$ cat src/rtl/nx_fifo_1r1w_hw_sched_if.sv
// Handshake, status and RAM-port bundle for nx_fifo_1r1w_hw_sched.
// slave is the FIFO side; master is the producer/consumer/RAM side.
interface nx_fifo_1r1w_hw_sched_if #(
    parameter int N_DATA_BITS = 32,
    parameter int N_ENTRIES   = 16,
    parameter int RD_LAT      = 2
);
    localparam int CAP = N_ENTRIES + RD_LAT + 1;
    localparam int CW  = $clog2(CAP + 1);
    localparam int AW  = $clog2(N_ENTRIES);

    logic                   flush;
    logic                   wr_vld;
    logic                   wr_rdy;
    logic [N_DATA_BITS-1:0] wr_dat;
    logic                   rd_vld;
    logic                   rd_rdy;
    logic [N_DATA_BITS-1:0] rd_dat;
    logic [CW-1:0]          fifo_count;
    logic                   fifo_empty;
    logic                   fifo_full;
    logic                   hw_cs;
    logic [AW-1:0]          hw_waddr;
    logic [AW-1:0]          hw_raddr;
    logic                   hw_we;
    logic                   hw_re;
    logic [N_DATA_BITS-1:0] hw_din;
    logic [N_DATA_BITS-1:0] hw_dout;
    logic                   hw_yield;
    logic                   starve_force;

    modport slave (
        input  flush, wr_vld, wr_dat, rd_rdy, hw_dout, hw_yield,
        output wr_rdy, rd_vld, rd_dat, fifo_count, fifo_empty,
        output fifo_full, hw_cs, hw_waddr, hw_raddr, hw_we,
        output hw_re, hw_din, starve_force
    );

    modport master (
        output flush, wr_vld, wr_dat, rd_rdy, hw_dout, hw_yield,
        input  wr_rdy, rd_vld, rd_dat, fifo_count, fifo_empty,
        input  fifo_full, hw_cs, hw_waddr, hw_raddr, hw_we,
        input  hw_re, hw_din, starve_force
    );
endinterface

$ cat src/rtl/nx_fifo_1r1w_hw_sched.sv
// FIFO over an external 1R1W RAM shared with a debug port; hardware
// yields to software but forces one access after YIELD_MAX blocked cycles.
module nx_fifo_1r1w_hw_sched #(
    parameter int N_DATA_BITS = 32,
    parameter int N_ENTRIES   = 16,
    parameter int RD_LAT      = 2,
    parameter int YIELD_MAX   = 8
) (
    input logic clk,
    input logic rst_n,
    nx_fifo_1r1w_hw_sched_if.slave bus
);
    localparam int CAP = N_ENTRIES + RD_LAT + 1;
    localparam int CW  = $clog2(CAP + 1);
    localparam int AW  = $clog2(N_ENTRIES);
    localparam int MW  = $clog2(N_ENTRIES + 1);
    localparam int BUF = RD_LAT + 1;
    localparam int BW  = $clog2(BUF + 1);
    localparam int YW  = $clog2(YIELD_MAX + 1);

    typedef enum logic [1:0] {RUN, YIELD, FORCE} state_e;

    state_e                 state_q, state_d;
    logic [YW-1:0]          ycnt_q, ycnt_d;
    logic [AW-1:0]          wptr_q, wptr_d;
    logic [AW-1:0]          rptr_q, rptr_d;
    logic [MW-1:0]          mem_cnt_q, mem_cnt_d;
    logic [RD_LAT-1:0]      infl_q, infl_d;
    logic [BW-1:0]          bcnt_q, bcnt_d;
    logic [N_DATA_BITS-1:0] buf_q [BUF];
    logic [N_DATA_BITS-1:0] buf_d [BUF];

    logic          access, wr_rdy, rd_elig, work;
    logic          issue_wr, issue_rd, hw_cs;
    logic          pop, land;
    logic [BW-1:0] infl_cnt, bidx;
    logic [BW:0]   occ;
    logic [YW:0]   ycnt_inc;
    logic [CW-1:0] count;

    always_comb begin
        infl_cnt = '0;
        for (int i = 0; i < RD_LAT; i++)
            infl_cnt = infl_cnt + BW'(infl_q[i]);
    end

    assign land = infl_q[RD_LAT-1];
    assign pop  = (bcnt_q != '0) & bus.rd_rdy & ~bus.flush;
    assign bidx = bcnt_q - BW'(pop);

    // A pop this cycle frees a slot, so streaming never stalls.
    assign occ = {1'b0, infl_cnt} + {1'b0, bcnt_q} - (BW+1)'(pop);

    assign access = rst_n & ~bus.flush &
                    ((state_q == FORCE) | ~bus.hw_yield);

    assign rd_elig  = (mem_cnt_q != '0) & (occ < (BW+1)'(BUF));
    assign work     = bus.wr_vld | rd_elig;
    assign wr_rdy   = access & (mem_cnt_q < MW'(N_ENTRIES));
    assign issue_wr = bus.wr_vld & wr_rdy;
    assign issue_rd = access & rd_elig;
    assign hw_cs    = issue_wr | issue_rd;

    assign count = CW'(mem_cnt_q) + CW'(infl_cnt) + CW'(bcnt_q);

    assign bus.wr_rdy       = wr_rdy;
    assign bus.rd_vld       = (bcnt_q != '0);
    assign bus.rd_dat       = buf_q[0];
    assign bus.fifo_count   = count;
    assign bus.fifo_empty   = (count == '0);
    assign bus.fifo_full    = (count == CW'(CAP));
    assign bus.hw_cs        = hw_cs;
    assign bus.hw_we        = issue_wr;
    assign bus.hw_re        = issue_rd;
    assign bus.hw_waddr     = wptr_q;
    assign bus.hw_raddr     = rptr_q;
    assign bus.hw_din       = bus.wr_dat;
    assign bus.starve_force = (state_q == FORCE) & hw_cs;

    always_comb begin
        wptr_d    = wptr_q;
        rptr_d    = rptr_q;
        mem_cnt_d = mem_cnt_q + MW'(issue_wr) - MW'(issue_rd);
        infl_d    = (infl_q << 1) | RD_LAT'(issue_rd);
        bcnt_d    = bcnt_q - BW'(pop) + BW'(land);
        buf_d     = buf_q;
        if (pop)
            for (int i = 0; i < BUF - 1; i++)
                buf_d[i] = buf_q[i+1];
        for (int i = 0; i < BUF; i++)
            if (land && (BW'(i) == bidx))
                buf_d[i] = bus.hw_dout;
        if (issue_wr)
            wptr_d = (wptr_q == AW'(N_ENTRIES - 1)) ? '0 : wptr_q + AW'(1);
        if (issue_rd)
            rptr_d = (rptr_q == AW'(N_ENTRIES - 1)) ? '0 : rptr_q + AW'(1);
        // Returning reads are dropped because the valids clear with the data.
        if (bus.flush) begin
            wptr_d    = '0;
            rptr_d    = '0;
            mem_cnt_d = '0;
            infl_d    = '0;
            bcnt_d    = '0;
        end
    end

    assign ycnt_inc = {1'b0, ycnt_q} + (YW+1)'(work);

    always_comb begin
        state_d = state_q;
        ycnt_d  = ycnt_q;
        unique case (state_q)
            RUN: begin
                // The blocked RUN cycle counts toward the starvation limit.
                if (bus.hw_yield) begin
                    state_d = YIELD;
                    ycnt_d  = YW'(work);
                end
            end
            YIELD: begin
                if (!bus.hw_yield) begin
                    state_d = RUN;
                    ycnt_d  = '0;
                end else if (ycnt_inc >= (YW+1)'(YIELD_MAX)) begin
                    state_d = FORCE;
                    ycnt_d  = '0;
                end else begin
                    ycnt_d = ycnt_inc[YW-1:0];
                end
            end
            FORCE: begin
                state_d = bus.hw_yield ? YIELD : RUN;
                ycnt_d  = '0;
            end
            default: begin
                state_d = RUN;
                ycnt_d  = '0;
            end
        endcase
    end

    always_ff @(posedge clk or negedge rst_n) begin
        if (!rst_n) begin
            state_q   <= RUN;
            ycnt_q    <= '0;
            wptr_q    <= '0;
            rptr_q    <= '0;
            mem_cnt_q <= '0;
            infl_q    <= '0;
            bcnt_q    <= '0;
            for (int i = 0; i < BUF; i++)
                buf_q[i] <= '0;
        end else begin
            state_q   <= state_d;
            ycnt_q    <= ycnt_d;
            wptr_q    <= wptr_d;
            rptr_q    <= rptr_d;
            mem_cnt_q <= mem_cnt_d;
            infl_q    <= infl_d;
            bcnt_q    <= bcnt_d;
            buf_q     <= buf_d;
        end
    end
endmodule

$ cat src/flat_wrapper.sv
// flat-port wrapper written by rule: the top's interface ports become plain ports
module nx_fifo_1r1w_hw_sched_flat 
#(
    parameter int N_DATA_BITS = 32,
    parameter int N_ENTRIES   = 16,
    parameter int RD_LAT      = 2,
    parameter int YIELD_MAX   = 8
)
  (clk, rst_n, bus_flush, bus_wr_vld, bus_wr_dat, bus_rd_rdy, bus_hw_dout, bus_hw_yield, bus_wr_rdy, bus_rd_vld, bus_rd_dat, bus_fifo_count, bus_fifo_empty, bus_fifo_full, bus_hw_cs, bus_hw_waddr, bus_hw_raddr, bus_hw_we, bus_hw_re, bus_hw_din, bus_starve_force);
  nx_fifo_1r1w_hw_sched_if #(.N_DATA_BITS(N_DATA_BITS), .N_ENTRIES(N_ENTRIES), .RD_LAT(RD_LAT)) bus_i ();
  input logic clk;
  input logic rst_n;
  input wire logic [$bits(bus_i.flush)-1:0] bus_flush;
  input wire logic [$bits(bus_i.wr_vld)-1:0] bus_wr_vld;
  input wire logic [$bits(bus_i.wr_dat)-1:0] bus_wr_dat;
  input wire logic [$bits(bus_i.rd_rdy)-1:0] bus_rd_rdy;
  input wire logic [$bits(bus_i.hw_dout)-1:0] bus_hw_dout;
  input wire logic [$bits(bus_i.hw_yield)-1:0] bus_hw_yield;
  output wire logic [$bits(bus_i.wr_rdy)-1:0] bus_wr_rdy;
  output wire logic [$bits(bus_i.rd_vld)-1:0] bus_rd_vld;
  output wire logic [$bits(bus_i.rd_dat)-1:0] bus_rd_dat;
  output wire logic [$bits(bus_i.fifo_count)-1:0] bus_fifo_count;
  output wire logic [$bits(bus_i.fifo_empty)-1:0] bus_fifo_empty;
  output wire logic [$bits(bus_i.fifo_full)-1:0] bus_fifo_full;
  output wire logic [$bits(bus_i.hw_cs)-1:0] bus_hw_cs;
  output wire logic [$bits(bus_i.hw_waddr)-1:0] bus_hw_waddr;
  output wire logic [$bits(bus_i.hw_raddr)-1:0] bus_hw_raddr;
  output wire logic [$bits(bus_i.hw_we)-1:0] bus_hw_we;
  output wire logic [$bits(bus_i.hw_re)-1:0] bus_hw_re;
  output wire logic [$bits(bus_i.hw_din)-1:0] bus_hw_din;
  output wire logic [$bits(bus_i.starve_force)-1:0] bus_starve_force;
  assign bus_i.flush = bus_flush;
  assign bus_i.wr_vld = bus_wr_vld;
  assign bus_i.wr_dat = bus_wr_dat;
  assign bus_i.rd_rdy = bus_rd_rdy;
  assign bus_i.hw_dout = bus_hw_dout;
  assign bus_i.hw_yield = bus_hw_yield;
  assign bus_wr_rdy = bus_i.wr_rdy;
  assign bus_rd_vld = bus_i.rd_vld;
  assign bus_rd_dat = bus_i.rd_dat;
  assign bus_fifo_count = bus_i.fifo_count;
  assign bus_fifo_empty = bus_i.fifo_empty;
  assign bus_fifo_full = bus_i.fifo_full;
  assign bus_hw_cs = bus_i.hw_cs;
  assign bus_hw_waddr = bus_i.hw_waddr;
  assign bus_hw_raddr = bus_i.hw_raddr;
  assign bus_hw_we = bus_i.hw_we;
  assign bus_hw_re = bus_i.hw_re;
  assign bus_hw_din = bus_i.hw_din;
  assign bus_starve_force = bus_i.starve_force;
  nx_fifo_1r1w_hw_sched #(.N_DATA_BITS(N_DATA_BITS), .N_ENTRIES(N_ENTRIES), .RD_LAT(RD_LAT), .YIELD_MAX(YIELD_MAX)) u_core (.clk(clk), .rst_n(rst_n), .bus(bus_i));
endmodule
$ cat config.mk
export PLATFORM = sky130hd
export DESIGN_NAME = nx_fifo_1r1w_hw_sched_flat
export DESIGN_NICKNAME = d
export VERILOG_FILES = /design/src/rtl/nx_fifo_1r1w_hw_sched_if.sv /design/src/rtl/nx_fifo_1r1w_hw_sched.sv /design/src/flat_wrapper.sv
export SDC_FILE = /design/constraint.sdc
export NUM_CORES = 1
export LEC_CHECK = 0
export BUFFER_PORTS_ARGS = -buffer_cell sky130_fd_sc_hd__buf_2
export CELL_PAD_IN_SITES_DETAIL_PLACEMENT = 0
export CELL_PAD_IN_SITES_GLOBAL_PLACEMENT = 1
export CORE_AREA = 2 2 120 122
export CTS_BUF_LIST = sky130_fd_sc_hd__clkbuf_4 sky130_fd_sc_hd__clkbuf_8 sky130_fd_sc_hd__clkbuf_16
export DETAILED_ROUTE_END_ITERATION = 10
export DIE_AREA = 0 0 122 124
export GPL_ROUTABILITY_DRIVEN = 0
export PLACE_DENSITY_LB_ADDON = 0.1
export SLEW_MARGIN = 20
export SYNTH_ARGS = -nofsm -noshare
export SYNTH_HDL_FRONTEND = slang
export SYNTH_SLANG_ARGS = --single-unit
$ cat constraint.sdc
create_clock -name clk -period 12.2 [get_ports clk]
set_input_delay 0.61 -clock clk [delete_from_list [all_inputs] [get_ports clk]]
set_output_delay 0.61 -clock clk [all_outputs]
set_load 0.01 [all_outputs]
==> flow_summary.rst, run 1 <==
.. list-table::
   :header-rows: 1

   * - Metric
     - Value
   * - Run status
     - complete, no violations
   * - Final ANT Viol Nets
     - 0
   * - Pins Over Slew Limit
     - 0
   * - Synthesis-to-layout area growth
     - 10.6%
   * - Mux contribution to synthesized area
     - 0.168
   * - Cell repeated most along the worst path
     - ha_1
   * - Max Buffers Root-to-Sink
     - 2
   * - Startpoint of the worst setup timing path
     - u_core.bcnt_q[1]
   * - Largest family of logic cells by synthesized area
     - multiplexers
   * - Yosys warnings
     - 0
   * - Source-to-sink clock delay at the later pin of the worst-skew pair
     - roughly 0.4 ns
   * - Number of antenna violations at the first check in global routing
     - 0
   * - Compound-cell area share of the yosys netlist
     - 0.0822
   * - Average detailed-routed wire length per instance
     - 15.3 µm
   * - Number of instances resized during post-cts repair
     - 0
   * - Width of the die
     - 122 µm
   * - Worst stage delay on the critical path
     - 0.59 ns
   * - Period minus WS final
     - 4.83 ns
   * - Reg2Reg Capture Point
     - u_core.mem_cnt_q[4]
   * - Number of rows in the core area
     - 43
   * - Depth of the worst register-to-register path
     - 18
   * - Slew at the pin closest to its max-slew limit
     - 1.05 ns
   * - Highest attainable clock frequency
     - 0.207 GHz
   * - Cell Area, Synth
     - 6150 µm²
   * - Placeable core region
     - 13700 µm²
   * - Post-synth top flop
     - dfrtp_1
   * - Simple-Gate Fraction of Synth Area
     - 0.0864
   * - Hold violation total from the final report
     - 0
   * - Critical path required time
     - 12.53 ns
   * - Net count after synthesis
     - between 600 and 700
   * - Number of design-rule violations left by the first detailed-router iteration
     - 172
   * - Headroom to the max-slew limit
     - 0.297
   * - Overflow left after global routing
     - 0
   * - Area share of the largest cell type after synthesis
     - 0.484
   * - Initial cell density of the core
     - 0.448
   * - Maximum fanout encountered on the critical timing path
     - 65
   * - Clock edge transition at the registers on the reported setup and hold paths
     - 0.05 ns
   * - Wire length of the first global-routing pass
     - around 19 mm
   * - Leakage Power
     - 3.28 nW
   * - Die Ht
     - 124 µm
   * - Async set or reset register ratio after synthesis
     - 1.00
   * - Via density
     - 5.09
   * - Distinct cells, synth
     - 43
   * - Via count of the routed design
     - 3963
   * - # setup viols final
     - 0
   * - Synthesized instance count
     - 566
   * - Worst path slowest cell
     - buf_6
   * - Num CTS Buffers
     - 17
   * - Final HPWL DP
     - 7.71 mm
   * - Synthesized area divided by synthesized cell count
     - 10.9 µm²
   * - Count of port buffers added during placement
     - 90
   * - Count of hold buffers inserted by post-cts repair
     - 0
   * - Critical path endpoint category
     - flop
   * - Post-Route Skew
     - 0.00828 ns
   * - Global routing usage summed across all routing layers
     - 0.168
   * - Area of the die
     - 15100 µm²
   * - Cell type with the highest aggregate area in the netlist
     - dfrtp_1
   * - PD cells
     - 210 nW/µm²
   * - Number of nets in the finished design
     - 684
   * - Root Buffer Master
     - clkbuf_16
   * - XOR/XNOR Fraction of Synth Area
     - 0.0128
   * - Maximum capacitance violations
     - 0
   * - Setup slack after placement
     - between 6 and 7 ns
   * - Number of synthesized flops with an enable pin
     - 0
   * - Boundary Pins
     - 155
   * - Synthesis-stage register bit count
     - around 120
   * - Peak VDD IR
     - 0.0955 mV
   * - RSZ-0062 raised after global routing
     - no
   * - Worst hold path class
     - primary input to asynchronous set/reset pin
   * - RR Startpoint
     - u_core.bcnt_q[1]
   * - Residual DRC count
     - 0
   * - Adder and majority gate portion of the synthesized area
     - 0.0549
   * - Post-CTS Setup Bufs
     - 0
   * - TritonCTS clock tree
     - done
   * - Router iterations before antenna repair
     - 4
   * - Maximum number of pins on one net before global-route repair
     - 66
   * - Top post-synthesis cells by area
     - dfrtp_1, mux2i_1, buf_4
   * - Vias in the first global route
     - approximately 4000
   * - Arrival time worst endpoint
     - 5.16 ns
   * - H-tree levels
     - 4
   * - R2R Setup Slk
     - 7.37 ns
   * - TNS Setup
     - 0 ns
   * - Final setup slack of the worst path
     - 7.37 ns
   * - Post-synthesis sequential area ratio
     - 0.484
   * - Share of the clock period used by the worst path after layout
     - 0.396
   * - Number of antenna cells inserted
     - 0
   * - Share of post-route cells with drive strength above 1
     - 0.269
   * - Critical path type
     - flop to flop
   * - Post-detailed-routing wire length
     - around 12 mm
   * - Ordered cell list for the critical path
     - or2_1 > and3_4 > buf_6 > ha_1 > inv_1 > ha_1 > inv_1 > fa_1 > nand2b_1 > and3_1 > nand2_1 > ha_1 > ha_1 > fa_1 > a21oi_1 > nor2_1 > or3_1 > a21oi_1
   * - Clock Sinks
     - 119
   * - Startpoint class of the critical path
     - flop
==> cells in the mapped netlist, types with 2 or more instances <==
cell type	instances
nor2b_1	5
xnor2_1	4
nor3_1	2
ha_1	19
buf_4	64
fa_1	5
o21ai_0	4
dfrtp_1	119
nand2_1	9
a31oi_1	2
a21oi_1	72
a21o_1	4
clkbuf_1	14
mux2_2	32
buf_6	6
buf_2	5
nand2b_1	4
xor2_1	5
mux2i_1	67
a211oi_1	2
nor2_1	77
and3_1	2
nand3_1	7
inv_1	17
==> power by group <==
part	leakage [nW]	switching, mW	internal, mW
registers	1.58	0.0762	0.524
logic	1.43	0.189	0.182
clock network	0.270	0.160	0.299
total	3.28	0.425	1.01
==> registers in the layout (all words and copies together), names as in the netlist <==
name and cells:
u_core.bus.hw_raddr 4, u_core.ycnt_q 4, u_core.buf_q 64, u_core.mem_cnt_q 5, u_core.state_q 2, u_core.bcnt_q 2, u_core.infl_q 2, u_core.bus.rd_dat 32
u_core.bus.hw_waddr 4
==> metrics by stage <==
step / std cells / util / instance area, µm² / hold slack, ns / power, mW
floorplan: 566 / - / 6150 / 0.314 / 0.926
CTS: 778 / 0.496 / 6800 / 0.333 / 1.45
global placement: 751 / 0.456 / 6260 / 0.480 / 0.971
detailed placement: 751 / 0.456 / 6260 / 0.496 / 0.984
finish: 778 / 0.496 / 6800 / 0.298 / 1.43
global route: 778 / 0.496 / 6800 / 0.359 / 1.53
==> critical path, delay by kind of cell (launching register included) <==
kind,cells,cell delay [ns]
buf+inv,3,0.75
flops,1,0.41
simple gates,7,1.27
compound gates,2,0.31
fa+ha+maj,6,1.96
==> cell type report <==
class	instances	area [µm²]
fillers	1293	6920
flip-flops and latches	119	2980
multi-input cells	341	2510
clock buffers	23	495
repair buffers	94	487
well taps	180	225
inverters	17	63.8
clock inverters	4	47.5
==> cells in the final DEF (no fill, tap or decap), types with 4 or more instances in the layout <==
cell type and count:
a21o_1 4, a21oi_1 72, buf_2 89, buf_4 4, clkbuf_16 17, clkbuf_8 4
dfrtp_1 119, fa_1 5, ha_1 19, inv_1 17, mux2_2 32, mux2i_1 67
nand2_1 9, nand2b_1 4, nand3_1 5, nor2_1 76, nor2b_1 5, o21ai_0 4
xnor2_1 4, xor2_1 5
==> how the worst max path moves through the flow <==
| stage | to | slack [ns] | cells past startpoint |
|---|---|---|---|
| final | u_core.mem_cnt_q[4] | 7.37 | 18 |
| after global routing | u_core.mem_cnt_q[4] | 7.07 | 18 |
| after CTS | u_core.mem_cnt_q[4] | 7.06 | 18 |
| after detailed placement | u_core.mem_cnt_q[4] | 6.74 | 19 |
| after global placement | u_core.mem_cnt_q[4] | 6.81 | 19 |
| after floorplan | u_core.mem_cnt_q[4] | 7.96 | 19 |
==> layer usage <==
layer	share of wire	global-route usage	vias to the layer above	wire [µm]
li1	-	-	1915	-
met1	0.45	0.206	1903	5310
met2	0.48	0.276	109	5730
met3	0.050	0.0449	36	593
met4	0.023	0.0797	0	269
met5	0	0	-	0
==> kinds of logic (layout without fill, tap and decap cells) <==
family / Yosys count / count (layout)
DFF: 119 / 119
and+or+nand+nor: 118 / 118
buffers and inverters: 106 / 138
muxes: 99 / 99
AOI/OAI and AO/OA: 91 / 91
adders and majority gates: 24 / 24
xor gates and xnor gates: 9 / 9
No activity file was read; power rests on OpenSTA's default activity.
==> run 2, diff against run 1 <==
--- a/config.mk
+++ b/config.mk
@@ -8,10 +8,10 @@
 export BUFFER_PORTS_ARGS = -buffer_cell sky130_fd_sc_hd__buf_2
 export CELL_PAD_IN_SITES_DETAIL_PLACEMENT = 0
 export CELL_PAD_IN_SITES_GLOBAL_PLACEMENT = 1
-export CORE_AREA = 2 2 120 122
+export CORE_AREA = 2 2 126 128
 export CTS_BUF_LIST = sky130_fd_sc_hd__clkbuf_4 sky130_fd_sc_hd__clkbuf_8 sky130_fd_sc_hd__clkbuf_16
 export DETAILED_ROUTE_END_ITERATION = 10
-export DIE_AREA = 0 0 122 124
+export DIE_AREA = 0 0 128 130
 export GPL_ROUTABILITY_DRIVEN = 0
 export PLACE_DENSITY_LB_ADDON = 0.1
 export SLEW_MARGIN = 20
==> constraint.sdc (replaced) <==
create_clock -name clk -period 4.6 [get_ports clk]
set_input_delay 0.23 -clock clk [delete_from_list [all_inputs] [get_ports clk]]
set_output_delay 0.23 -clock clk [all_outputs]
set_load 0.01 [all_outputs]
==> run 2 against run 1 <==
Against the previous run:
- die area increased by 10%
- largest cell class unchanged
- critical path type unchanged
- total power grew to 2.9 times the previous value
- hold slack lost 0.21 ns
- highest routed layer unchanged
- wire length grew 2.4%
- sequential share of layout area down 1.2 points
==> flow_summary.rst, run 2 (same netlist as run 1, synthesis figures left out) <==
.. list-table::
   :header-rows: 1

   * - Metric
     - Value
   * - Run status
     - complete, no violations
   * - Hold violation total from the final report
     - 0 (unchanged)
   * - Residual DRC count
     - 0 (unchanged)
   * - Synthesis-to-layout area growth
     - 13.8%
   * - Pins Over Slew Limit
     - 0 (unchanged)
   * - Via count of the routed design
     - 3997 (+0.86%)
   * - Die Ht
     - 130 µm (+4.8%)
   * - Worst stage delay on the critical path
     - 0.48 ns (-0.11 ns)
   * - Number of buffers and inverters on the critical path
     - 2 (-1)
   * - Cell repeated most along the worst path
     - ha_1
   * - Register ranked first by flip-flop count
     - u_core.buf_q
   * - Worst hold slack across all endpoints
     - 0.0850 ns (-0.213 ns)
   * - PD cells
     - 584 nW/µm² (+180%)
   * - Root Buffer Master
     - clkbuf_16
   * - TNS Setup
     - 0 ns (unchanged)
   * - Num CTS Buffers
     - 17 (unchanged)
   * - Final HPWL DP
     - 8.03 mm (+4.2%)
   * - Switching Power
     - 1.17 mW (+180%)
   * - Maximum fanout encountered on the critical timing path
     - 4 (-94%)
   * - Period minus WS final
     - 4.21 ns (-0.620 ns)
   * - H-tree levels
     - 4 (unchanged)
   * - Critical path endpoint category
     - flop
   * - Internal portion of total power
     - 2.92 mW (+190%)
   * - Critical path type
     - flop to flop
   * - Share of the clock period used by the worst path after layout
     - 0.915 (+0.519)
   * - Comb pwr share
     - 0.242 (-0.018)
   * - Count of port buffers added during placement
     - 90 (unchanged)
   * - Leakage Power
     - 3.37 nW (+2.5%)
   * - Number of nets in the finished design
     - 688 (+0.58%)
   * - Post-detailed-routing wire length
     - 12.2 mm (+2.4%)
   * - Switching share of power
     - 0.286 (-0.0108)
   * - Global routing usage summed across all routing layers
     - 0.153 (-0.0151)
   * - Final ANT Viol Nets
     - 0 (unchanged)
   * - Clock edge transition at the registers on the reported setup and hold paths
     - 0.05 ns (about the same)
   * - Clock Sinks
     - 119 (unchanged)
   * - Maximum capacitance violations
     - 0 (unchanged)
   * - Highest attainable clock frequency
     - 0.238 GHz (+15%)
   * - Reg power frac
     - 0.388 (-0.032)
   * - Source-to-sink clock delay at the later pin of the worst-skew pair
     - 0.41 ns (about the same)
   * - Boundary Pins
     - 155 (unchanged)
   * - Headroom to the max-slew limit
     - 0.368 (+0.0715)
   * - Arrival time worst endpoint
     - 4.54 ns (-0.62 ns)
   * - Post-Route Skew
     - 0.00616 ns (-0.00211 ns)
   * - Placeable core region
     - 15400 µm² (+12%)
   * - Number of design-rule violations left by the first detailed-router iteration
     - 219 (+27%)
   * - Initial cell density of the core
     - 0.399 (-0.0496)
   * - Startpoint class of the critical path
     - flop
   * - Commonest non-fill, non-tap cells in the layout
     - dfrtp_1, buf_2, nor2_1, a21oi_1, mux2i_1
   * - Instance count after placement with tap cells included
     - 765 (+1.9%)
   * - TritonCTS clock tree
     - done
   * - Wire length of the first global-routing pass
     - 20.0 mm (+2.8%)
   * - Worst path slowest cell
     - fa_1
   * - Worst hold path class
     - primary input to flop
   * - Via density
     - 5.00 (-1.8%)
   * - Average detailed-routed wire length per instance
     - 15.3 µm (-0.25%)
   * - Router iterations before antenna repair
     - 4 (unchanged)
   * - RSZ-0062 raised after global routing
     - no
   * - Share of post-route cells with drive strength above 1
     - 0.278 (+0.00919)
   * - Final standard cell count with taps included and fillers excluded
     - 799 (+2.7%)
   * - Vias in the first global route
     - 4047 (+2.1%)
   * - Critical path required time
     - 4.93 ns (-7.60 ns)
   * - Category of cells accounting for the largest share of critical-path delay
     - adder cells
   * - Number of antenna violations at the first check in global routing
     - 0 (unchanged)
   * - Area of the die
     - 16600 µm² (+10%)
   * - Max FFs per register
     - 64 (unchanged)
   * - Proportion of power drawn by the clock network
     - 0.370 (+0.049)
   * - Commonest non-fill, non-tap cell in the layout
     - dfrtp_1
   * - Peak VDD IR
     - 0.242 mV (+150%)
   * - Maximum number of pins on one net before global-route repair
     - 73 (+11%)
   * - Width of the die
     - 128 µm (+4.9%)
   * - Max Buffers Root-to-Sink
     - 2 (unchanged)
   * - Slew at the pin closest to its max-slew limit
     - 0.948 ns (-0.105 ns)
   * - Overflow left after global routing
     - 0 (unchanged)
   * - Number of rows in the core area
     - 46 (+7.0%)
   * - Ordered cell list for the critical path
     - or2_1 > and3_4 > ha_1 > inv_1 > ha_1 > inv_1 > fa_1 > nand2b_1 > and3_1 > nand2_1 > ha_1 > ha_1 > fa_1 > a21oi_1 > nor2_1 > or3_1 > a21oi_1
   * - Post-CTS Setup Bufs
     - 0 (unchanged)
   * - # setup viols final
     - 0 (unchanged)
   * - Number of antenna cells inserted
     - 0 (unchanged)
## run 2: cell types whose count changed in the layout (fill, tap and decap cells not counted), sizes merged
cell,change
buf,+3
bufinv,+5
clkbuf,-3
clkinv,+1
clkinvlp,+1
dlygate4sd3,+1
inv,+1
## run 2: final cells by class
type	instances	area, µm²
multi-input cells	341	2510
inverters	17	63.8
flip-flops and latches	119	2980
well taps	192	240
clock buffers	20	454
repair buffers	98	536
fillers	1468	8420
clock inverters	12	223
## run 2: timing repair
item / in CTS / in global routing
gates resized for setup: 0 / 0
hold endpoints to repair: 47 / 0
hold buffers: 1 / 0
## run 2: power groups by stage
stage / combinational (mW) / sequential (mW) / clock, mW
floorplan: 0.911 / 1.55 / 0
global placement: 0.980 / 1.60 / 0
detailed placement: 1.00 / 1.60 / 0
CTS: 1.01 / 1.59 / 1.55
global route: 1.13 / 1.64 / 1.60
finish: 0.989 / 1.58 / 1.51
## run 2: path summary, 6_finish.rpt
path                       depth (start not counted)  slack [ns]                endpoint        startpoint
max                                               17        0.39     u_core.mem_cnt_q[4]  u_core.bcnt_q[1]
min                                                2        0.08        u_core.buf_q[23]   bus_hw_dout[23]
max reg2reg                                       17        0.39     u_core.mem_cnt_q[4]  u_core.bcnt_q[1]
min reg2reg                                        1        0.51         u_core.buf_q[2]   u_core.buf_q[2]
max in group asynchronous                          4        2.66    u_core.bus.rd_dat[1]             rst_n
min in group asynchronous                          3        0.54  u_core.bus.hw_raddr[1]             rst_n
## run 2: metrics by stage
stage	area, µm²	setup WS, ns	power [mW]	utilization
2_1_floorplan	6150	0.359	2.46	-
3_3_place_gp	6290	0.487	2.58	0.408
3_5_place_dp	6290	0.388	2.61	0.408
4_1_cts	6970	0.372	4.15	0.452
5_1_grt	7000	0.0907	4.36	0.454
6_report	7000	0.390	4.09	0.454
## run 2: layer usage
metal	vias to the layer above	part of all wire	global-route usage
met4	0	0.015	0.0530
met3	31	0.044	0.0377
met5	-	0	0
met2	83	0.47	0.253
met1	1949	0.47	0.197
li1	1934	-	-
## run 2: worst register-to-register path, cell delays in order, from the launching register on
cell and delay, ns:
dfrtp_1 0.43, or2_1 0.26, and3_4 0.19, ha_1 0.31
inv_1 0.14, ha_1 0.16, inv_1 0.04, fa_1 0.48
nand2b_1 0.12, and3_1 0.23, nand2_1 0.14, ha_1 0.33
ha_1 0.21, fa_1 0.40, a21oi_1 0.16, nor2_1 0.06
or3_1 0.34, a21oi_1 0.14
==> run 3, diff against run 2 <==
--- a/config.mk
+++ b/config.mk
@@ -14,6 +14,7 @@
 export DIE_AREA = 0 0 128 130
 export GPL_ROUTABILITY_DRIVEN = 0
 export PLACE_DENSITY_LB_ADDON = 0.1
+export REMOVE_ABC_BUFFERS = 1
 export SLEW_MARGIN = 20
 export SYNTH_ARGS = -nofsm -noshare
 export SYNTH_HDL_FRONTEND = slang
==> run 3 against run 2 <==
Against the previous run:
- non-clock buffer count unchanged
- sequential share of layout area is 0.84 points higher
- wire length is 8.3% higher
- largest power group unchanged
==> flow_summary.rst, run 3 (same netlist as run 1, synthesis figures left out) <==
.. list-table::
   :header-rows: 1

   * - Metric
     - Value
   * - R2R Setup Slk
     - 0.35 ns (-0.04 ns)
   * - Max FFs per register
     - 64 (unchanged)
   * - Post-detailed-routing wire length
     - 13.2 mm (+8.3%)
   * - Comb pwr share
     - 0.260 (+0.018)
   * - Overflow left after global routing
     - 0 (unchanged)
   * - Reg2Reg Capture Point
     - u_core.mem_cnt_q[4]
   * - Via count of the routed design
     - 4019 (+0.55%)
   * - Top Usage Layer GRT
     - met2
   * - Period minus WS final
     - 4.25 ns (+0.0354 ns)
   * - Cell repeated most along the worst path
     - ha_1
   * - Global routing usage summed across all routing layers
     - 0.167 (+0.0147)
   * - Num CTS Buffers
     - 17 (unchanged)
   * - Fraction of met2 tracks used by global routing
     - 0.244 (-0.00881)
   * - Met1 capacity usage during global routing
     - 0.219 (+0.0224)
   * - Slew at the pin closest to its max-slew limit
     - 0.939 ns (-0.00818 ns)
   * - Share of post-route cells with drive strength above 1
     - 0.275 (-0.00358)
   * - Arrival time worst endpoint
     - 4.58 ns (+0.04 ns)
   * - Proportion of power drawn by the clock network
     - 0.323 (-0.047)
   * - Router iterations before antenna repair
     - 4 (unchanged)
   * - # setup viols final
     - 0 (unchanged)
   * - End of the worst hold path
     - u_core.buf_q[27]
   * - TritonCTS clock tree
     - done
   * - Final ANT Viol Nets
     - 0 (unchanged)
   * - Number of design-rule violations left by the first detailed-router iteration
     - 108 (-51%)
   * - Placement Cell Area
     - 6310 µm² (+0.32%)
   * - TNS Setup
     - 0 ns (unchanged)
   * - Number of rows in the core area
     - 46 (unchanged)
   * - Boundary Pins
     - 155 (unchanged)
   * - Commonest non-fill, non-tap cell in the layout
     - dfrtp_1
   * - Synthesis-to-layout area growth
     - 11.6%
   * - Reg power frac
     - 0.417 (+0.029)
   * - Residual DRC count
     - 0 (unchanged)
   * - Hold violation total from the final report
     - 0 (unchanged)
   * - Register ranked first by flip-flop count
     - u_core.buf_q
   * - H-tree levels
     - 4 (unchanged)
   * - Via density
     - 5.05 (+0.93%)
   * - Number of antenna violations at the first check in global routing
     - 0 (unchanged)
   * - PD cells
     - 554 nW/µm² (-5.1%)
   * - Final HPWL DP
     - 8.82 mm (+9.8%)
   * - Highest attainable clock frequency
     - 0.236 GHz (-0.83%)
   * - Run status
     - complete, no violations
   * - Width of the die
     - 128 µm (unchanged)
   * - Maximum capacitance violations
     - 0 (unchanged)
   * - Max Buffers Root-to-Sink
     - 2 (unchanged)
   * - Die Ht
     - 130 µm (unchanged)
   * - Startpoint class of the critical path
     - flop
   * - Switching Power
     - 1.13 mW (-3.2%)
   * - RSZ-0062 raised after global routing
     - no
   * - Leakage Power
     - 3.31 nW (-1.7%)
   * - Number of antenna cells inserted
     - 0 (unchanged)
   * - RR Startpoint
     - u_core.bcnt_q[1]
   * - Final standard cell count with taps included and fillers excluded
     - 796 (-0.38%)
   * - Internal portion of total power
     - 2.67 mW (-8.4%)
   * - Maximum fanout encountered on the critical timing path
     - 4 (unchanged)
   * - Post-Route Skew
     - 0.0104 ns (+0.00421 ns)
   * - Fillcell total
     - 1515 (+3.2%)
   * - Critical path endpoint category
     - flop
   * - Number of nets in the finished design
     - 688 (unchanged)
   * - Commonest non-fill, non-tap cells in the layout
     - dfrtp_1, buf_2, nor2_1, a21oi_1, mux2i_1
   * - Post-CTS Setup Bufs
     - 0 (unchanged)
   * - Wire length of the first global-routing pass
     - 21.2 mm (+6.1%)
   * - Worst hold path class
     - primary input to flop
   * - Met3 track utilization from global routing
     - 0.0800 (+0.0422)
   * - Root Buffer Master
     - clkbuf_16
   * - Ordered cell list for the critical path
     - or2_1 > and3_4 > ha_1 > inv_1 > ha_1 > inv_1 > fa_1 > xor2_1 > and3_1 > nand2_1 > ha_1 > ha_1 > fa_1 > a21oi_1 > nor2_1 > or3_1 > a21oi_1
   * - Initial cell density of the core
     - 0.399 (unchanged)
   * - Share of the clock period used by the worst path after layout
     - 0.923 (+0.00769)
   * - Hold Path Stages
     - 2 (unchanged)
   * - Worst stage delay on the critical path
     - 0.43 ns (-0.05 ns)
   * - Worst path slowest cell
     - dfrtp_1
   * - Depth of the worst register-to-register path
     - 17 (unchanged)
   * - Clock edge transition at the registers on the reported setup and hold paths
     - 0.05 ns (about the same)
   * - Cell area after layout
     - 6870 µm² (-1.9%)
   * - Startpoint of the worst setup timing path
     - u_core.bcnt_q[1]
   * - Switching share of power
     - 0.298 (+0.0116)
   * - Peak VDD IR
     - 0.234 mV (-3.4%)
   * - Clock Sinks
     - 119 (unchanged)
   * - Critical path type
     - flop to flop
   * - Critical path required time
     - 4.94 ns (about the same)
   * - Instance count after placement with tap cells included
     - 766 (+0.13%)
   * - Worst Hold Launch
     - bus_hw_dout[27]
   * - Power Total
     - 3.80 mW (-6.9%)
   * - Vias in the first global route
     - 3997 (-1.2%)
   * - Average detailed-routed wire length per instance
     - 16.6 µm (+8.7%)
   * - Headroom to the max-slew limit
     - 0.374 (+0.00545)
   * - Count of port buffers added during placement
     - 90 (unchanged)
   * - Placeable core region
     - 15400 µm² (unchanged)
   * - Pins Over Slew Limit
     - 0 (unchanged)
   * - Source-to-sink clock delay at the later pin of the worst-skew pair
     - 0.41 ns (about the same)
   * - Area of the die
     - 16600 µm² (unchanged)
   * - Maximum number of pins on one net before global-route repair
     - 72 (-1.4%)
run 3: cell count changes in the layout (fill, tap and decap cells not counted):
cell,previous run,this run
buf_12,0,1
buf_16,1,0
buf_4,7,6
buf_6,0,1
bufinv_16,6,1
clkbuf_4,2,6
clkbuf_8,1,2
clkinv_4,1,0
clkinvlp_4,2,1
inv_6,1,0
run 3: worst max-delay path: cells and delay by family (launching register included):
family / cells / cell delay, ns
AOI/OAI and AO/OA: 2 / 0.32
xor gates and xnor gates: 1 / 0.19
adders and majority gates: 6 / 1.81
buffers and inverters: 2 / 0.17
DFF: 1 / 0.43
and+or+nand+nor: 6 / 1.26
run 3: how the worst max path moves through the flow:
stage                          endpoint  slack [ns]  depth (start not counted)
floorplan           u_core.mem_cnt_q[4]       -1.51                         17
global placement    u_core.mem_cnt_q[4]        0.51                         17
detailed placement  u_core.mem_cnt_q[4]        0.36                         17
CTS                 u_core.mem_cnt_q[4]        0.36                         17
global route        u_core.mem_cnt_q[4]        0.08                         17
finish              u_core.mem_cnt_q[4]        0.35                         17
run 3: final cells by class:
class | count | area, µm² | share of cell area
repair buffers | 98 | 532 | 0.0774
well taps | 192 | 240 | 0.0350
clock buffers | 25 | 498 | 0.0725
multi-input cells | 341 | 2510 | 0.365
inverters | 17 | 63.8 | 0.00929
clock inverters | 4 | 47.5 | 0.00692
flip-flops and latches | 119 | 2980 | 0.434
run 3: timing repair:
item / 4_1_cts / 5_1_grt
gates resized for setup: 0 / 0
hold endpoints to repair: 48 / 0
hold buffers: 1 / 0
run 3: per-layer routing:
layer | share of wire | vias to the layer above
met5 | 0 | -
met1 | 0.47 | 1951
li1 | - | 1929
met3 | 0.083 | 15
met4 | 0.013 | 0
met2 | 0.43 | 124
run 3: through the flow:
| step | worst slack [ns] | utilization | hold WS (ns) |
|---|---|---|---|
| floorplan | -1.51 | - | -0.0656 |
| global placement | 0.508 | 0.408 | 0.431 |
| detailed placement | 0.364 | 0.409 | 0.419 |
| CTS | 0.359 | 0.445 | 0.0632 |
| global route | 0.0808 | 0.445 | 0.0710 |
| finish | 0.355 | 0.445 | 0.0863 |
run 3: power by group through the flow:
stage                     Clock, mW  Sequential, mW  Combinational, mW
after floorplan                   0            1.63              0.598
after global placement            0            1.59              0.984
after detailed placement          0            1.60               1.01
after CTS                      1.27            1.59               1.01
after global routing           1.31            1.64               1.14
final                          1.23            1.59              0.990
